File: config.mk
export PLATFORM = sky130hd
export DESIGN_NAME = seq_ctrl
export DESIGN_NICKNAME = d
export VERILOG_FILES = /design/src/rtl/ctrl_pkg.sv /design/src/rtl/add8c.sv /design/src/rtl/seq_ctrl.sv
export SDC_FILE = /design/constraint.sdc
export NUM_CORES = 1
export LEC_CHECK = 0
export ABC_AREA = 1
export CAP_MARGIN = 25
export CORE_ASPECT_RATIO = 0.8
export CORE_MARGIN = 3
export CORE_UTILIZATION = 40
export CTS_CLUSTER_DIAMETER = 40
export CTS_CLUSTER_SIZE = 30
export DETAILED_ROUTE_END_ITERATION = 8
export GPL_TIMING_DRIVEN = 1
export PLACE_DENSITY = 0.71
export SYNTH_ARGS = -nofsm -noshare
export SYNTH_HDL_FRONTEND = slang
export SYNTH_SLANG_ARGS = --single-unit
File: constraint.sdc
create_clock -name clk -period 5.21 [get_ports clk]
set_clock_uncertainty 0.2 [all_clocks]
set_input_delay 0.521 -clock clk [delete_from_list [all_inputs] [get_ports clk]]
set_output_delay 0.521 -clock clk [all_outputs]
set_load 0.01 [all_outputs]
File: src/rtl/ctrl_pkg.sv
// ctrl_pkg: shared definitions for the seq_ctrl instruction sequencer.
//   - BYTE_W      : instruction / data byte width
//   - byte_t      : one byte of program or data
//   - OP_*        : opcode values (every instruction is opcode byte + operand byte)
//   - state_t     : sequencer state encoding
//   - is_legal_op : true for the six defined opcodes
package ctrl_pkg;

    localparam int BYTE_W = 8;

    typedef logic [BYTE_W-1:0] byte_t;

    localparam byte_t OP_LDI  = 8'h01;
    localparam byte_t OP_LD   = 8'h02;
    localparam byte_t OP_ADDI = 8'h03;
    localparam byte_t OP_ADD  = 8'h04;
    localparam byte_t OP_ST   = 8'h05;
    localparam byte_t OP_JUMP = 8'h06;

    typedef enum logic [2:0] {
        S_IDLE,
        S_FOP,
        S_FARG,
        S_MRD,
        S_EXE,
        S_HALT
    } state_t;

    function automatic logic is_legal_op(input byte_t op);
        return (op >= OP_LDI) && (op <= OP_JUMP);
    endfunction

endpackage

File: src/rtl/add8c.sv
// add8c: 8-bit unsigned adder with carry-out.
//   a, b : addends
//   sum  : (a + b) mod 256
//   co   : carry out of bit 7
module add8c
    import ctrl_pkg::*;
(
    input  logic [BYTE_W-1:0] a,
    input  logic [BYTE_W-1:0] b,
    output logic [BYTE_W-1:0] sum,
    output logic              co
);

    assign {co, sum} = {1'b0, a} + {1'b0, b};

endmodule

File: src/rtl/seq_ctrl.sv
// seq_ctrl: two-byte-instruction sequencer with one general register (GR)
// and a carry flag (CF).
//   clk, rst_n           : clock, asynchronous active-low reset
//   run                  : 1 = execute, 0 = stop at the next instruction boundary
//   rom_adrs/rom_rd      : program ROM address (= PC) and read enable
//   rom_dout             : combinational ROM data
//   mem_adrs             : data memory address (0 unless a strobe is active)
//   mem_rd/mem_wr        : one-cycle read / write strobes
//   mem_wdata/mem_rdata  : write data (= GR) / read data (valid cycle after mem_rd)
//   pc, gr, cf           : architectural state
//   busy, halt           : status (busy while an instruction is in flight)
module seq_ctrl
    import ctrl_pkg::*;
#(
    parameter logic [7:0] PC_RESET = 8'h00
) (
    input  logic       clk,
    input  logic       rst_n,
    input  logic       run,
    output logic [7:0] rom_adrs,
    output logic       rom_rd,
    input  logic [7:0] rom_dout,
    output logic [7:0] mem_adrs,
    output logic       mem_rd,
    output logic       mem_wr,
    output logic [7:0] mem_wdata,
    input  logic [7:0] mem_rdata,
    output logic [7:0] pc,
    output logic [7:0] gr,
    output logic       cf,
    output logic       busy,
    output logic       halt
);

    state_t state_q, state_d;
    byte_t  pc_q, pc_d;
    byte_t  gr_q, gr_d;
    logic   cf_q, cf_d;
    byte_t  ir_q, ir_d;
    byte_t  arg_q, arg_d;

    byte_t  add_b;
    byte_t  add_sum;
    logic   add_co;

    // ADD takes its second operand from memory, ADDI from the immediate.
    assign add_b = (ir_q == OP_ADD) ? mem_rdata : arg_q;

    add8c u_add8c (
        .a   (gr_q),
        .b   (add_b),
        .sum (add_sum),
        .co  (add_co)
    );

    // Strobes decode from the registered state only, so the asynchronous
    // reset forcing state_q to S_IDLE drops them without waiting for clk.
    // NOTE: sequential state uses non-blocking assignments so every register
    // samples the pre-edge values of the others.
    always_ff @(posedge clk or negedge rst_n) begin
        if (!rst_n) begin
            state_q <= S_IDLE;
            pc_q    <= PC_RESET;
            gr_q    <= '0;
            cf_q    <= 1'b0;
            ir_q    <= '0;
            arg_q   <= '0;
        end else begin
            state_q <= state_d;
            pc_q    <= pc_d;
            gr_q    <= gr_d;
            cf_q    <= cf_d;
            ir_q    <= ir_d;
            arg_q   <= arg_d;
        end
    end

    // NOTE: every signal written here gets a default first, so no path can
    // leave one unassigned and infer a latch.
    always_comb begin
        state_d  = state_q;
        pc_d     = pc_q;
        gr_d     = gr_q;
        cf_d     = cf_q;
        ir_d     = ir_q;
        arg_d    = arg_q;
        rom_rd   = 1'b0;
        mem_rd   = 1'b0;
        mem_wr   = 1'b0;
        mem_adrs = '0;
        busy     = 1'b0;
        halt     = 1'b0;

        case (state_q)
            S_IDLE: begin
                if (run) state_d = S_FOP;
            end

            S_FOP: begin
                busy   = 1'b1;
                rom_rd = 1'b1;
                ir_d   = rom_dout;
                // An illegal opcode leaves PC pointing at the offending byte.
                if (is_legal_op(rom_dout)) begin
                    pc_d    = pc_q + 8'd1;
                    state_d = S_FARG;
                end else begin
                    state_d = S_HALT;
                end
            end

            S_FARG: begin
                busy   = 1'b1;
                rom_rd = 1'b1;
                arg_d  = rom_dout;
                pc_d   = pc_q + 8'd1;
                if (ir_q == OP_LD || ir_q == OP_ADD) state_d = S_MRD;
                else                                 state_d = S_EXE;
            end

            S_MRD: begin
                busy     = 1'b1;
                mem_rd   = 1'b1;
                mem_adrs = arg_q;
                state_d  = S_EXE;
            end

            S_EXE: begin
                busy = 1'b1;
                case (ir_q)
                    OP_LDI:         gr_d = arg_q;
                    OP_LD:          gr_d = mem_rdata;
                    OP_ADDI,
                    OP_ADD:         {cf_d, gr_d} = {add_co, add_sum};
                    OP_ST: begin
                        mem_wr   = 1'b1;
                        mem_adrs = arg_q;
                    end
                    OP_JUMP:        pc_d = arg_q;
                    default:        ;
                endcase
                state_d = run ? S_FOP : S_IDLE;
            end

            S_HALT: begin
                halt = 1'b1;
            end

            default: state_d = S_IDLE;
        endcase
    end

    assign rom_adrs  = pc_q;
    assign mem_wdata = gr_q;
    assign pc        = pc_q;
    assign gr        = gr_q;
    assign cf        = cf_q;

endmodule

Yosys cells after proc, flatten, opt, wreduce, memory -nomap -nowiden. Cells that the tools add are included. W data, S select, Z words.

Add/sub/neg operators: 2. $lt $le $gt $ge: 2. Eq/ne operators: 14. Mux-type cells: 18. Bitwise operators: 1. Reductions and logical operators: 12.

Operator list (number): $pmux W8 S3 (2); $mux W8 (4); $eq A8 B3 Y1 const B (3); $pmux W3 S6 (1); $eq A8 B2 Y1 const B (2); $pmux W8 S2 (1); $add A8 B8 Y9 (1); $mux W3 (3); $add A8 B1 Y8 const B (1); $eq A8 B1 Y1 const B (1); $ge A8 B1 Y1 const B (1); $le A8 B3 Y1 const B (1); $mux W1 (7); $eq A3 B2 Y1 const B (2); $eq A3 B3 Y1 const B (2); $reduce_and A2 Y1 (3); $reduce_bool A3 Y1 (2); $ne A2 B2 Y1 const B (2); $reduce_or A2 Y1 (2); $reduce_or A4 Y1 (1); $eq A3 B1 Y1 const B (1); $logic_not A3 Y1 (1); $reduce_and A3 Y1 (1); $ne A2 B1 Y1 const B (1); other kinds (3) (3).

Register bits: 36. Input bits: 19.

Depth between registers and ports, before layout. Gate-level depths: netlist (run 1).

Depth in word-level cells: 4. Gate-level depth with buffers: 18. Mapped depth without buffers: 17.

Modules after synthesis. From an unflattened synthesis (run 1), not the netlist that was laid out.

Cell total of the unflattened synthesis: 409. Area, all modules: 2811.4 µm².

Modules (own cells, without submodules): seq_ctrl (instances 1, cells an instance 350, area an instance 2434.8 µm², sequential area each 900.9 µm²); add8c (instances 1, cells an instance 59, area an instance 376.6 µm², sequential area each 0.0 µm²).

Least setup slack after synthesis (run 1). No wires, ideal clock.

Path type: flip-flop to flip-flop. Start: reg ir_q[3]. End: reg gr_q[4] (netlist: gr[4]). Setup time: 0.117 ns. Data arrival time: 2.087 ns. Required time: 4.893 ns. Path slack: 2.806 ns. Cell stages (with the launch flop): 18. Buffers on the path: 1. Clock period less this slack: 2.404 ns. Cell sequence: dfrtp_1 > inv_1 > nand2_1 > nor2_2 > nand2_4 > buf_2 > nor2_1 > a21oi_1 > ha_1 > fa_1 > nand2_1 > nand2_1 > nand2_1 > nand2_1 > nand2_1 > nand3_1 > nand2_1 > nand2_1.

Word-level cells in the longest chain between the ends: 4.

RTL lines: start, declared (RTL line seq_ctrl.sv:39) `byte_t ir_q, ir_d;`; start signal, assigned (RTL line seq_ctrl.sv:73) `ir_q <= ir_d;`; $eq A8 B3 Y1 or $eq A8 B2 Y1 (tied branches) (RTL line seq_ctrl.sv:47, seq_ctrl.sv:130); $mux W8 or $reduce_or A2 Y1 (tied branches) (RTL line seq_ctrl.sv:47, seq_ctrl.sv:130); $add A8 B8 Y9 or $reduce_bool A3 Y1 (tied branches); $pmux W8 S3 or $reduce_and A2 Y1 (tied branches); end signal, assigned (RTL line seq_ctrl.sv:71) `gr_q <= gr_d;`; end, declared (RTL line seq_ctrl.sv:37) `byte_t gr_q, gr_d;`.

Parallel ways exist; a longest one is shown, timed or not. A chain may end at the register's enable or synchronous reset.

Final worst setup path (run 1).
Start: reg state_q[1]. End: out busy.

Word-level cells in the longest chain between the ends: 3.

RTL lines: start, declared (RTL line seq_ctrl.sv:35) `state_t state_q, state_d;`; start signal, assigned (RTL line seq_ctrl.sv:69) `state_q <= state_d;`; $eq A3 B3 Y1, or another cell as far along (RTL line seq_ctrl.sv:94) `case (state_q)`; $reduce_or A4 Y1 (no line) (*); $mux W1 (*) (RTL line seq_ctrl.sv:94); end, declared (RTL line seq_ctrl.sv:31) `output logic busy,`.

Mark *: on every way between the ends. The rest lies on a longest branch, timed or not.

==> flow_summary.yaml, run 1 <==
hold_path:
  min_path_cells: 2
  hold_class: "reg2reg"
  hold-path-endpoint: "arg_q[1]$_DFFE_PN0P_"
  hp-start: "arg_q[1]$_DFFE_PN0P_"
synth:
  yosysSeqAreaShare_pct: 33.41
  avgSynthCellArea_sq_um: 6.878
  synth_area_leaders: "dfrtp_1 33%, nand2_1 16%, nand3_1 7.4%, inv_1 6.8%, o21ai_0 5.2%"
  synth.distinct_cells: 31
  syn_inst: 392
  synth_nets: 423
  ys_seq_elements: 36
  ys_warn_count: 0
  synth_top_area_share_pct: 33.41
  yosysTopAreaCell: "dfrtp_1"
  syn_area_sq_mm: 0.002696
die:
  die_area_sq_mm: 0.007768
  rows: 26
  die_y_um: 79.44
  pin_count: 65
  die_w_um: 97.80
  start_util_pct: 41.65
  core_sq_mm: 0.006474
drt:
  wl_per_cell_um: 13.14
  drtIter0Drc: 169
  ant_nets: 0
  wirelength_mm: 6.899
  drt_pass1_iterations: 4
  route.detailed.drc: 0
  vias: 2607
  viasPerCell: 4.966
sta:
  rsz0062_at_grt: "false"
  worst-slew-pin-transition_ns: 0.6663
  setup_viol: 0
  whs_ns: 0.3216
  hold_viol_final: 0
  tns_ns: 0
  period_share_pct: 58.47
  period_minus_slack_ns: 3.046
  relSlewSlack_pct: 55.46
  slew_violations: 0
  max_freq_ghz: 0.3283
global_routing:
  grt_pass1_wl_mm: 11.52
  grt_pass1_vias: 2450
  grt_overflow: 0
  grtUsageTotal_pct: 18.37
  grt_max_degree: 37
  antenna_found_initial: 0
setup_path:
  critPathLaunch: "state_q[1]$_DFFE_PN0P_"
  path_max_fanout: 20
  arrival_ns: 2.33
  crit_type: "reg2out"
  startpoint_type: "flip-flop"
  cp-end-kind: "primary output"
  ff2ff_setup_slack_ns: 2.58
  reg2reg_from: "ir_q[3]$_DFFE_PN0P_"
  worstRegToRegCells: 16
  r2r-end: "gr[4]$_DFFE_PN0P_"
  required_ns: 4.49
placed_design:
  place_hpwl_mm: 5.324
  io_buffers: 64
  place_congestion: 0.9061
clock_tree:
  clk_path_buf_depth: 2
  cts_setup_buffers: 0
  clkSlewWorstSetupHoldPaths_ns: 0.08
  ctsResizeCount: 0
  htreeDepth: 2
  cts_made_buffers: 5
  worstSkewPairLatency_ns: 0.29
  cts_num_sinks: 36
  hold_buffers: 0
  cts_tree: "built"
  clockRootBuffer: "clkbuf_8"
pwr:
  power_density_mw_per_mm2: 619.1
  p_clk_share_pct: 11.9
  power_frac_comb_pct: 61.6
  p_int_uw: 1129
  power_switching_uw: 969.3
  peakVddDrop_uv: 269.4
  switching_share_pct: 46.19
  leakage_uw: 0.001734
  p_seq_share_pct: 26.5
layout:
  final_common_cell: "nand2_1"
  insertedDiodeCount: 0
  fin_nets: 471
  area_growth_pct: 25.71
  final_cell_mix: "114 x nand2_1, 64 x clkdlybuf4s50_1, 49 x inv_1"
  layout-drive-gt1-share_pct: 7.710
job:
  drv_cap: 0
run_status:
  status: "finished clean"
area by class of cell:
cell class	instances	area, sq um
clock buffer	5	68.82
clock inverter	3	42.54
fill	654	3084
inverter	53	200.2
multi-input combinational	279	1424
sequential	36	900.9
tap	84	105.1
timing repair buffer	65	648.1
worst max path at each step:
stage	slack (ns)	endpoint	cells past startpoint
CTS	2.16	busy	5
global route	2.05	busy	5
floorplan	2.81	gr[4]$_DFFE_PN0P_	17
detailed placement	2.48	busy	5
finish	2.16	busy	5
global placement	2.54	busy	5
power groups by stage:
stage               sequential [uW]  combinational (uW)  clock [uW]
floorplan                       551                 923           0
global placement                550                1260           0
detailed placement              559                1290           0
CTS                             554                1300         259
global route                    577                1460         271
finish                          557                1290         250
through the flow:
stage / cells / util, % / cell area (sq um) / setup WS, ns / power (uW)
after CTS: 525 / 52.36 / 3390 / 2.156 / 2110
final: 525 / 52.36 / 3390 / 2.164 / 2098
after global placement: 517 / 50.64 / 3278 / 2.541 / 1810
after floorplan: 392 / - / 2696 / 2.806 / 1474
after detailed placement: 517 / 50.64 / 3278 / 2.484 / 1848
after global routing: 525 / 52.36 / 3390 / 2.050 / 2310
per-layer routing:
layer / share of wire [%] / GRT usage, % / vias to the layer above
li1: - / - / 1324
met1: 47 / 25.15 / 1178
met2: 45 / 30.16 / 89
met3: 6.4 / 3.144 / 16
met4: 1.5 / 4.979 / 0
met5: 0 / 0 / -
flip-flops by register name, indices dropped and copies added, names as in the netlist:
| signal | cells |
|---|---|
| arg_q | 8 |
| ir_q | 8 |
| pc | 8 |
| cf | 1 |
| gr | 8 |
| state_q | 3 |
kinds of logic (layout without fill, tap and decap cells):
logic type	Yosys count	after routing	synth area share, %
XOR/XNOR	1	1	0.3249
buffers and inverters	77	126	13.78
adder cells (fa/ha/maj)	12	12	5.847
flip-flops	36	36	33.41
AO/OA/AOI/OAI	50	50	10.16
AND/OR/NAND/NOR	216	216	36.47
cells in the mapped netlist:
| cell type | instances |
|---|---|
| dfrtp_1 | 36 |
| nand2_1 | 114 |
| or2_2 | 3 |
| nor4b_4 | 1 |
| o211ai_1 | 1 |
| nand2_2 | 3 |
| nor2_1 | 35 |
| fa_1 | 1 |
| nor2_2 | 3 |
| inv_2 | 3 |
| o21ai_0 | 28 |
| nor2_4 | 1 |
| nor2_8 | 1 |
| nand4_1 | 5 |
| buf_2 | 5 |
| o31ai_1 | 1 |
| o21ai_2 | 5 |
| nand3b_1 | 2 |
| buf_4 | 17 |
| buf_8 | 1 |
| nand3_1 | 40 |
| and2b_1 | 1 |
| nand2_4 | 3 |
| nor3_1 | 3 |
| clkbuf_1 | 1 |
| xor2_1 | 1 |
| a21oi_1 | 15 |
| inv_1 | 49 |
| ha_1 | 11 |
| clkinv_2 | 1 |
| nand3_2 | 1 |
worst max-delay path, stage by stage (launching register included):
cell             delay (ns)
dfrtp_1                0.43
inv_1                  0.08
nand3_1                0.51
nand3_1                0.21
or2_2                  0.32
clkdlybuf4s50_1        0.48
Power figures use the tool's default switching activity.
==> run 2, diff against run 1 <==
Settings changed: PLACE_DENSITY 0.71 to 0.73.
Clock period 5.21 ns to 2.8 ns, I/O delays scaled along.
==> run 2 against run 1 <==
Worst hold slack worse by 0.10 ns. Register-to-register slack worse by 2.3 ns. Sequential power up 85%. Global-route usage up 0.29 points. Non-clock buffer count up 2. Clock-buffer cell count unchanged. Sequential share of layout area down 0.30 points. Via count up 3.3%. First-iteration DRC count up 8.9%. Critical path type unchanged. Flip-flop and latch count unchanged. Final area up 1.1%.
==> flow_summary.yaml, run 2 (same netlist as run 1, synthesis figures left out) <==
placed_design:
  place_area_sq_mm: 0.003293
  place_hpwl_mm: 5.424
  place_ws_ns: 0.2171
  placedCellCount: 519
  io_buffers: 64
  place_congestion: 0.8998
sta:
  period_share_pct: 95.33
  worst-slew-pin-transition_ns: 0.5175
  slew_violations: 0
  period_minus_slack_ns: 2.669
  whs_ns: 0.2219
  worst_slack_ns: 0.1308
  relSlewSlack_pct: 65.50
  max_freq_ghz: 0.3746
  setup_viol: 0
  hold_viol_final: 0
pwr:
  p_clk_share_pct: 11.8
  leakage_uw: 0.001784
  p_seq_share_pct: 26.2
  p_int_uw: 2117
  power_switching_uw: 1819
  switching_share_pct: 46.21
  power_density_mw_per_mm2: 1148
  power_frac_comb_pct: 62.0
  peakVddDrop_uv: 458.1
  finalPower_uw: 3937
die:
  core_sq_mm: 0.006474
  pin_count: 65
  die_w_um: 97.80
  die_area_sq_mm: 0.007768
  start_util_pct: 41.65
  die_y_um: 79.44
  rows: 26
drt:
  route.detailed.drc: 0
  wl_per_cell_um: 13.12
  viasPerCell: 5.098
  wirelength_mm: 6.926
  drt_pass1_iterations: 5
  drtIter0Drc: 184
  vias: 2692
  ant_nets: 0
run_status:
  status: "finished clean"
global_routing:
  antenna_found_initial: 0
  grt_max_degree: 37
  grt_pass1_wl_mm: 11.77
  grt_pass1_vias: 2532
  grt_overflow: 0
  grtUsageTotal_pct: 18.65
setup_path:
  arrival_ns: 2.19
  cp-end-kind: "primary output"
  crit_type: "reg2out"
  required_ns: 2.32
  path_max_fanout: 18
  startpoint_type: "flip-flop"
clock_tree:
  clockRootBuffer: "clkbuf_8"
  worstSkewPairLatency_ns: 0.29
  htreeDepth: 2
  cts_setup_buffers: 0
  clkSlewWorstSetupHoldPaths_ns: 0.08
  clk_path_buf_depth: 2
  cts_tree: "built"
  cts_made_buffers: 5
  cts_num_sinks: 36
layout:
  layout-drive-gt1-share_pct: 8.559
  n_fill_cell: 658
  final_cell_area_sq_mm: 0.003428
  stdcell_count: 528
  final_common_cell: "nand2_1"
  final_cell_mix: "114 x nand2_1, 62 x clkdlybuf4s50_1, 49 x inv_1"
  area_growth_pct: 27.15
  fin_nets: 474
  insertedDiodeCount: 0
hold_path:
  hold_class: "in2async"
job:
  drv_cap: 0
## run 2: cell count changes in the layout (fill, tap and decap cells not counted), sizes merged
cell           before  now
buf                 1    3
clkdlybuf4s50      64   62
dlymetal6s2s        0    2
nand2             120  121
## run 2: worst paths after layout
check                                  startpoint                   end  slack, ns  cells past startpoint
min reg2reg                  arg_q[1]$_DFFE_PN0P_  arg_q[1]$_DFFE_PN0P_       0.32                      2
max in group asynchronous                   rst_n     gr[3]$_DFFE_PN0P_       1.86                      2
min in group clk             arg_q[1]$_DFFE_PN0P_  arg_q[1]$_DFFE_PN0P_       0.32                      2
max reg2reg                   ir_q[3]$_DFFE_PN0P_     gr[6]$_DFFE_PN0P_       0.26                     13
min                                         rst_n   ir_q[6]$_DFFE_PN0P_       0.22                      2
max                        state_q[1]$_DFFE_PN0P_           mem_adrs[0]       0.13                      6
## run 2: cell type report
class                      instances  area (sq um)  area share, %
clock buffer                       5         68.82          2.007
clock inverter                     3         42.54          1.241
inverter                          53         200.2          5.839
multi-input combinational        280          1443          42.08
sequential                        36         900.9          26.28
tap                               84         105.1          3.066
timing repair buffer              67         668.1          19.49
## run 2: power by group through the flow
stage	combinational, uW	clock (uW)	sequential (uW)
2_1_floorplan	1720	0	1030
3_3_place_gp	2370	0	1020
3_5_place_dp	2420	0	1040
4_1_cts	2440	473	1030
5_1_grt	2770	496	1080
6_report	2440	464	1030
## run 2: worst max-delay path, stage by stage (launching register included)
cell,delay [ns]
dfrtp_1,0.46
nor2_4,0.14
nand2_4,0.14
nor4b_4,0.35
nor2_2,0.13
nor2_1,0.12
clkdlybuf4s50_1,0.55
## run 2: metal layers
layer	up-vias	wire [um]	GRT usage (%)
li1	1331	-	-
met1	1238	3202	25.81
met2	104	2990	29.75
met3	19	581	4.017
met4	0	152	4.979
met5	-	0	0
## run 2: through the flow
stage | utilization [%] | setup TNS (ns)
3_5_place_dp | 50.87 | 0
2_1_floorplan | - | 0
3_3_place_gp | 50.87 | 0
6_report | 52.96 | 0
4_1_cts | 52.59 | 0
5_1_grt | 52.96 | -0.02504
## run 2: timing repair
| item | in CTS | in global routing |
|---|---|---|
| gates resized for setup | 0 | 5 |
| setup endpoints to repair | 0 | 10 |
| hold endpoints to repair | 0 | 0 |
| hold buffers | 0 | 0 |
==> run 3, diff against run 2 <==
Settings changed: TNS_END_PERCENT from default to 1.
==> run 3 against run 2 <==
Sequential power hardly changed. Worst hold slack gained 0.0040 ns. Via count rose by 0.71%. Cell count unchanged. Wire length increased by 0.65%. Flip-flop and latch count did not move. Clock power about the same. Register-to-register slack got worse by 0.02 ns. Total power about the same. Global-route usage unchanged. Critical endpoint is now mem_adrs[6].
==> flow_summary.yaml, run 3 (same netlist as run 1, synthesis figures left out) <==
run_status:
  status: "finished clean"
placed_design:
  place_hpwl_mm: 5.424
  place_congestion: 0.8998
  io_buffers: 64
  place_ws_ns: 0.2171
drt:
  wl_per_cell_um: 13.20
  route.detailed.drc: 0
  drtIter0Drc: 166
  wirelength_mm: 6.971
  ant_nets: 0
  vias: 2711
  viasPerCell: 5.134
  drt_pass1_iterations: 5
sta:
  rsz0062_at_grt: "true"
  relSlewSlack_pct: 65.83
  worst_slack_ns: 0.1582
  hold_viol_final: 0
  worst-slew-pin-transition_ns: 0.5125
  max_freq_ghz: 0.3785
  period_share_pct: 94.35
  period_minus_slack_ns: 2.642
  setup_viol: 0
  whs_ns: 0.2259
  slew_violations: 0
die:
  die_y_um: 79.44
  pin_count: 65
  die_w_um: 97.80
  core_sq_mm: 0.006474
  rows: 26
  start_util_pct: 41.65
  die_area_sq_mm: 0.007768
clock_tree:
  cts_made_buffers: 5
  htreeDepth: 2
  clk_path_buf_depth: 2
  cts_setup_buffers: 0
  clockRootBuffer: "clkbuf_8"
  worstSkewPairLatency_ns: 0.29
  clkSlewWorstSetupHoldPaths_ns: 0.08
  cts_num_sinks: 36
  cts_tree: "built"
  hold_buffers: 0
layout:
  final_cell_mix: "114 x nand2_1, 64 x clkdlybuf4s50_1, 49 x inv_1"
  fin_nets: 474
  utilization_pct: 52.80
  final_common_cell: "nand2_1"
  layout-drive-gt1-share_pct: 8.559
  area_growth_pct: 26.78
  insertedDiodeCount: 0
global_routing:
  grt_pass1_wl_mm: 11.77
  grt_max_degree: 37
  gr-max-usage-layer: "met2"
  grt_pass1_vias: 2532
  grtUsageTotal_pct: 18.65
  grt_overflow: 0
  use_met1_pct: 25.81
  antenna_found_initial: 0
  grt_use_met2_pct: 29.75
  met3_usage_pct: 4.017
setup_path:
  path_max_fanout: 18
  crit_type: "reg2out"
  reg2reg_from: "ir_q[3]$_DFFE_PN0P_"
  critical-path-max-stage-delay_ns: 0.54
  ff2ff_setup_slack_ns: 0.24
  startpoint_type: "flip-flop"
  crit_path_top_delay_cell: "clkdlybuf4s50_1"
  r2r-end: "gr[6]$_DFFE_PN0P_"
  arrival_ns: 2.16
  required_ns: 2.32
  critPathMostFrequentCell: "nor2_2"
  worstPathCellList: "nor2_2, nand2_4, nor4b_4, nor2_2, nor2_1, clkdlybuf4s50_1"
  worstRegToRegCells: 13
  cp-end-kind: "primary output"
pwr:
  leakage_uw: 0.001745
  power_density_mw_per_mm2: 1152
  peakVddDrop_uv: 458.7
job:
  drv_cap: 0
hold_path:
  hold_class: "in2async"
## run 3: cell count changes in the layout (fill, tap and decap cells not counted)
cell and change:
dlymetal6s2s_1 -2, nor2_4 -1, clkdlybuf4s50_1 +2, nor2_2 +1
## run 3: worst max path at each step
stage	from	to	slack, ns	cells past startpoint
after CTS	state_q[1]$_DFFE_PN0P_	mem_adrs[2]	0.1	6
after detailed placement	ir_q[3]$_DFFE_PN0P_	gr[6]$_DFFE_PN0P_	0.22	13
after global placement	ir_q[3]$_DFFE_PN0P_	gr[4]$_DFFE_PN0P_	0.35	16
final	state_q[1]$_DFFE_PN0P_	mem_adrs[6]	0.16	6
after global routing	state_q[1]$_DFFE_PN0P_	mem_adrs[6]	-0.04	6
after floorplan	ir_q[3]$_DFFE_PN0P_	gr[4]$_DFFE_PN0P_	0.40	17
## run 3: through the flow
step,setup TNS (ns),power [uW],area (sq um),instances
after floorplan,0,2742,2696,392
after global placement,0,3394,3293,519
after detailed placement,0,3461,3293,519
after CTS,0,3945,3405,527
after global routing,-0.06437,4338,3418,528
final,0,3939,3418,528
## run 3: report_power, final
group,total (uW),switching (uW),internal [uW],leakage [uW]
registers,1030,273,757,0.000403
logic,2450,1350,1090,0.00129
clock network,463,200,264,0.0000541
## run 3: final cells by class
cell class | instances | area (sq um)
clock buffers | 5 | 68.82
well taps | 84 | 105.1
repair buffers | 67 | 663.1
clock inverters | 3 | 42.54
fillers | 661 | 3055
flip-flops and latches | 36 | 900.9
inverters | 53 | 200.2
multi-input cells | 280 | 1438
## run 3: repair_timing
item | 4_1_cts | 5_1_grt
endpoints found under the hold margin | 0 | 0
setup endpoints to repair | 0 | 10
gates resized for setup | 0 | 2
## run 3: layer usage
layer | up-vias | share of wire [%]
met5 | - | 0
met3 | 14 | 8.6
met1 | 1249 | 46
met4 | 0 | 1.5
li1 | 1332 | -
met2 | 116 | 44
## run 3: worst max-delay path, delay by kind of cell (launching register included)
kind          cells  cell delay [ns]
simple gates      5             0.89
buf+inv           1             0.54
flops             1             0.44
==> RTL edit: new RTL, settings of run 2 <==
Encoding of `state_t`: now one-hot (6 bits for 6 states).
--- a/src/rtl/ctrl_pkg.sv
+++ b/src/rtl/ctrl_pkg.sv
@@ -17,13 +17,13 @@
     localparam byte_t OP_ST   = 8'h05;
     localparam byte_t OP_JUMP = 8'h06;
 
-    typedef enum logic [2:0] {
-        S_IDLE,
-        S_FOP,
-        S_FARG,
-        S_MRD,
-        S_EXE,
-        S_HALT
+    typedef enum logic [5:0] {
+        S_IDLE = 6'b000001,
+        S_FOP  = 6'b000010,
+        S_FARG = 6'b000100,
+        S_MRD  = 6'b001000,
+        S_EXE  = 6'b010000,
+        S_HALT = 6'b100000
     } state_t;
 
     function automatic logic is_legal_op(input byte_t op);
Behaviour: no difference found for any inputs over 10 cycles, from zero or initial values and one cycle with rst_n low; not proved beyond that.
==> RTL edit against run 2 <==
  * Non-clock buffer count increased by 5
  * Synthesized area increased by 6.2%
  * Die area increased by 5.8%
  * Sequential cell count increased by 3
  * Critical endpoint is now mem_adrs[4]
  * Routed wire length rose by 10%
  * Fmax rose by 3.8%
  * Setup slack improved by 0.098 ns
  * Cell area rose by 4.3%
Power is not compared: it rests on default switching activity, and its combinational part moved more than twofold at a synthesized area within 25%.
==> RTL edit: results (changes against run 2) <==
GRT
  • First-pass GRT wire length: 12.3 mm (was 11.8 mm)
  • Gr usage total: 19.2% (was 18.7%)
  • Pin count of the biggest net entering global routing: 40 (was 37)
  • Vias in the first global route: 2,557 (was 2,532)
  • Initial antenna violation count: 0 (unchanged)

Logic synthesis
  • Dominant synthesized flop cell: dfrtp_1 (unchanged)
  • Cell variety after synth: 31 (unchanged)
  • Leading cell types by count after synthesis: nand2_1, inv_1, nand3_1 (unchanged)
  • Seq/Total Area, Yosys: 34.1% (was 33.4%)
  • Mapped Nets: 452 (was 423)
  • Top post-synthesis cells by area: dfrtp_1, nand2_1, nand3_1, inv_1, o21ai_0 (unchanged)
  • YS warnings: 0 (unchanged)
  • Post-Synthesis Cells: 422 (was 392)
  • Async set-reset flop share out of synthesis: 100% (unchanged)

Placed design
  • RD Place Congestion: 0.969 (was 0.900)
  • Dpl hpwl: 6.00 mm (was 5.42 mm)
  • Dpl cell area: 0.00347 mm² (was 0.00329 mm²)
  • Placed cells: 551 (was 519)
  • Number of port buffers: 64 (unchanged)

Routing
  • First-iteration detailed-routing DRC count: 236 (was 184)
  • Via density: 5.14 (was 5.10)
  • Avg WL per Cell: 13.7 µm (was 13.1 µm)
  • Vias: 2,876 (was 2,692)
  • Drt first pass iters: 5 (unchanged)

Clock tree
  • Clk buf depth: 2 (unchanged)
  • H-tree depth: 2 (unchanged)
  • Total CTS buffers: 5 (unchanged)
  • Register clock-pin slew on the reported worst setup and hold paths: 0.08 ns (about the same)
  • Post-CTS repair timing setup buffer count: 0 (unchanged)
  • Clk Latency, worst-skew pair: 0.29 ns (about the same)
  • Root buf cell: clkbuf_8 (unchanged)

Critical path
  • Flop2flop setup slack: 0.26 ns (about the same)
  • Launch point of the worst reg-to-reg path: ir_q[0] (was ir_q[3])
  • Worst endpoint data arrival time: 2.09 ns (was 2.19 ns)
  • Crit path launch: state_q[0] (was state_q[1])
  • Crit-path max FO: 8 (was 18)

Layout
  • Number of diodes: 0 (unchanged)
  • Layout cells sized above 1: 8.19% (was 8.56%)
  • Total Nets Final: 505 (was 474)

STA
  • Final hold violations: 0 (unchanged)
  • Hold slack: 0.294 ns (was 0.222 ns)
  • Rel. slew slack: 41.1% (was 65.5%)

Status
  • Status: completed (unchanged)

Power and ir drop
  • Maximum vdd drop: 0.291 mV
  • Cell leakage power: 1.76 nW

Hold path
  • HP Start: cf
  • Hold Path Class: flop to flop (was input port to async pin)
[RTL edit: what timing repair did]
action / CTS / global route
endpoints found under the setup margin: 0 / 13
hold buffers: 1 / 0
endpoints found under the hold margin: 38 / 0
resized for setup: 0 / 3
[RTL edit: layer usage]
metal	share of wire (%)	vias up	track usage [%]	wire length, µm
li1	-	1440	-	-
met1	47	1297	26.7	3620
met2	44	126	31.1	3350
met3	7.6	13	3.57	579
met4	1.3	0	4.17	99
met5	0	-	0	0
[RTL edit: area by class of cell]
| class | instances | area, µm² |
|---|---|---|
| Fill cell | 651 | 3090 |
| Multi-Input combinational cell | 301 | 1500 |
| Sequential cell | 39 | 977 |
| Timing Repair Buffer | 72 | 698 |
| Inverter | 56 | 210 |
| Tap cell | 84 | 105 |
| Clock buffer | 6 | 72.6 |
| Clock inverter | 2 | 12.5 |
[RTL edit: critical path, cell delays in order, from the launching register on]
cell and delay [ns]:
dfstp_2 0.57, nor2_4 0.06, nand4_1 0.11, inv_1 0.08
a21oi_2 0.36, nor2_1 0.12, clkdlybuf4s50_1 0.50
[RTL edit: through the flow]
| step | setup slack, ns | utilization [%] |
|---|---|---|
| final | 0.228 | 53.6 |
| after detailed placement | 0.238 | 52.1 |
| after CTS | 0.00667 | 53.5 |
| after global placement | 0.232 | 52.1 |
| after floorplan | 0.287 | - |
| after global routing | 0.0128 | 53.6 |
[RTL edit: worst paths after layout]
kind,end,cells after the start
min in group asynchronous,pc[4],2
min,cf,2
max in group asynchronous,gr[6],2
min reg2reg,cf,2
max,mem_adrs[4],6
max reg2reg,gr[7],15
[RTL edit: power breakdown]
part | leakage [nW] | total, W | switching, W | internal, W
Clock | 0.0412 | 0.000382 | 0.000207 | 0.000174
Combinational | 1.29 | 0.00111 | 0.000638 | 0.000468
Sequential | 0.432 | 0.000864 | 0.000162 | 0.000702
Total | 1.76 | 0.00235 | 0.00101 | 0.00134
[RTL edit: cell families after synthesis]
logic type	count (synthesis)	synth area share (%)
flops	39	34.1
compound gates	47	8.34
buf+inv	82	13.8
fa+ha+maj	11	5.07
simple gates	241	38.1
xor+xnor	2	0.612
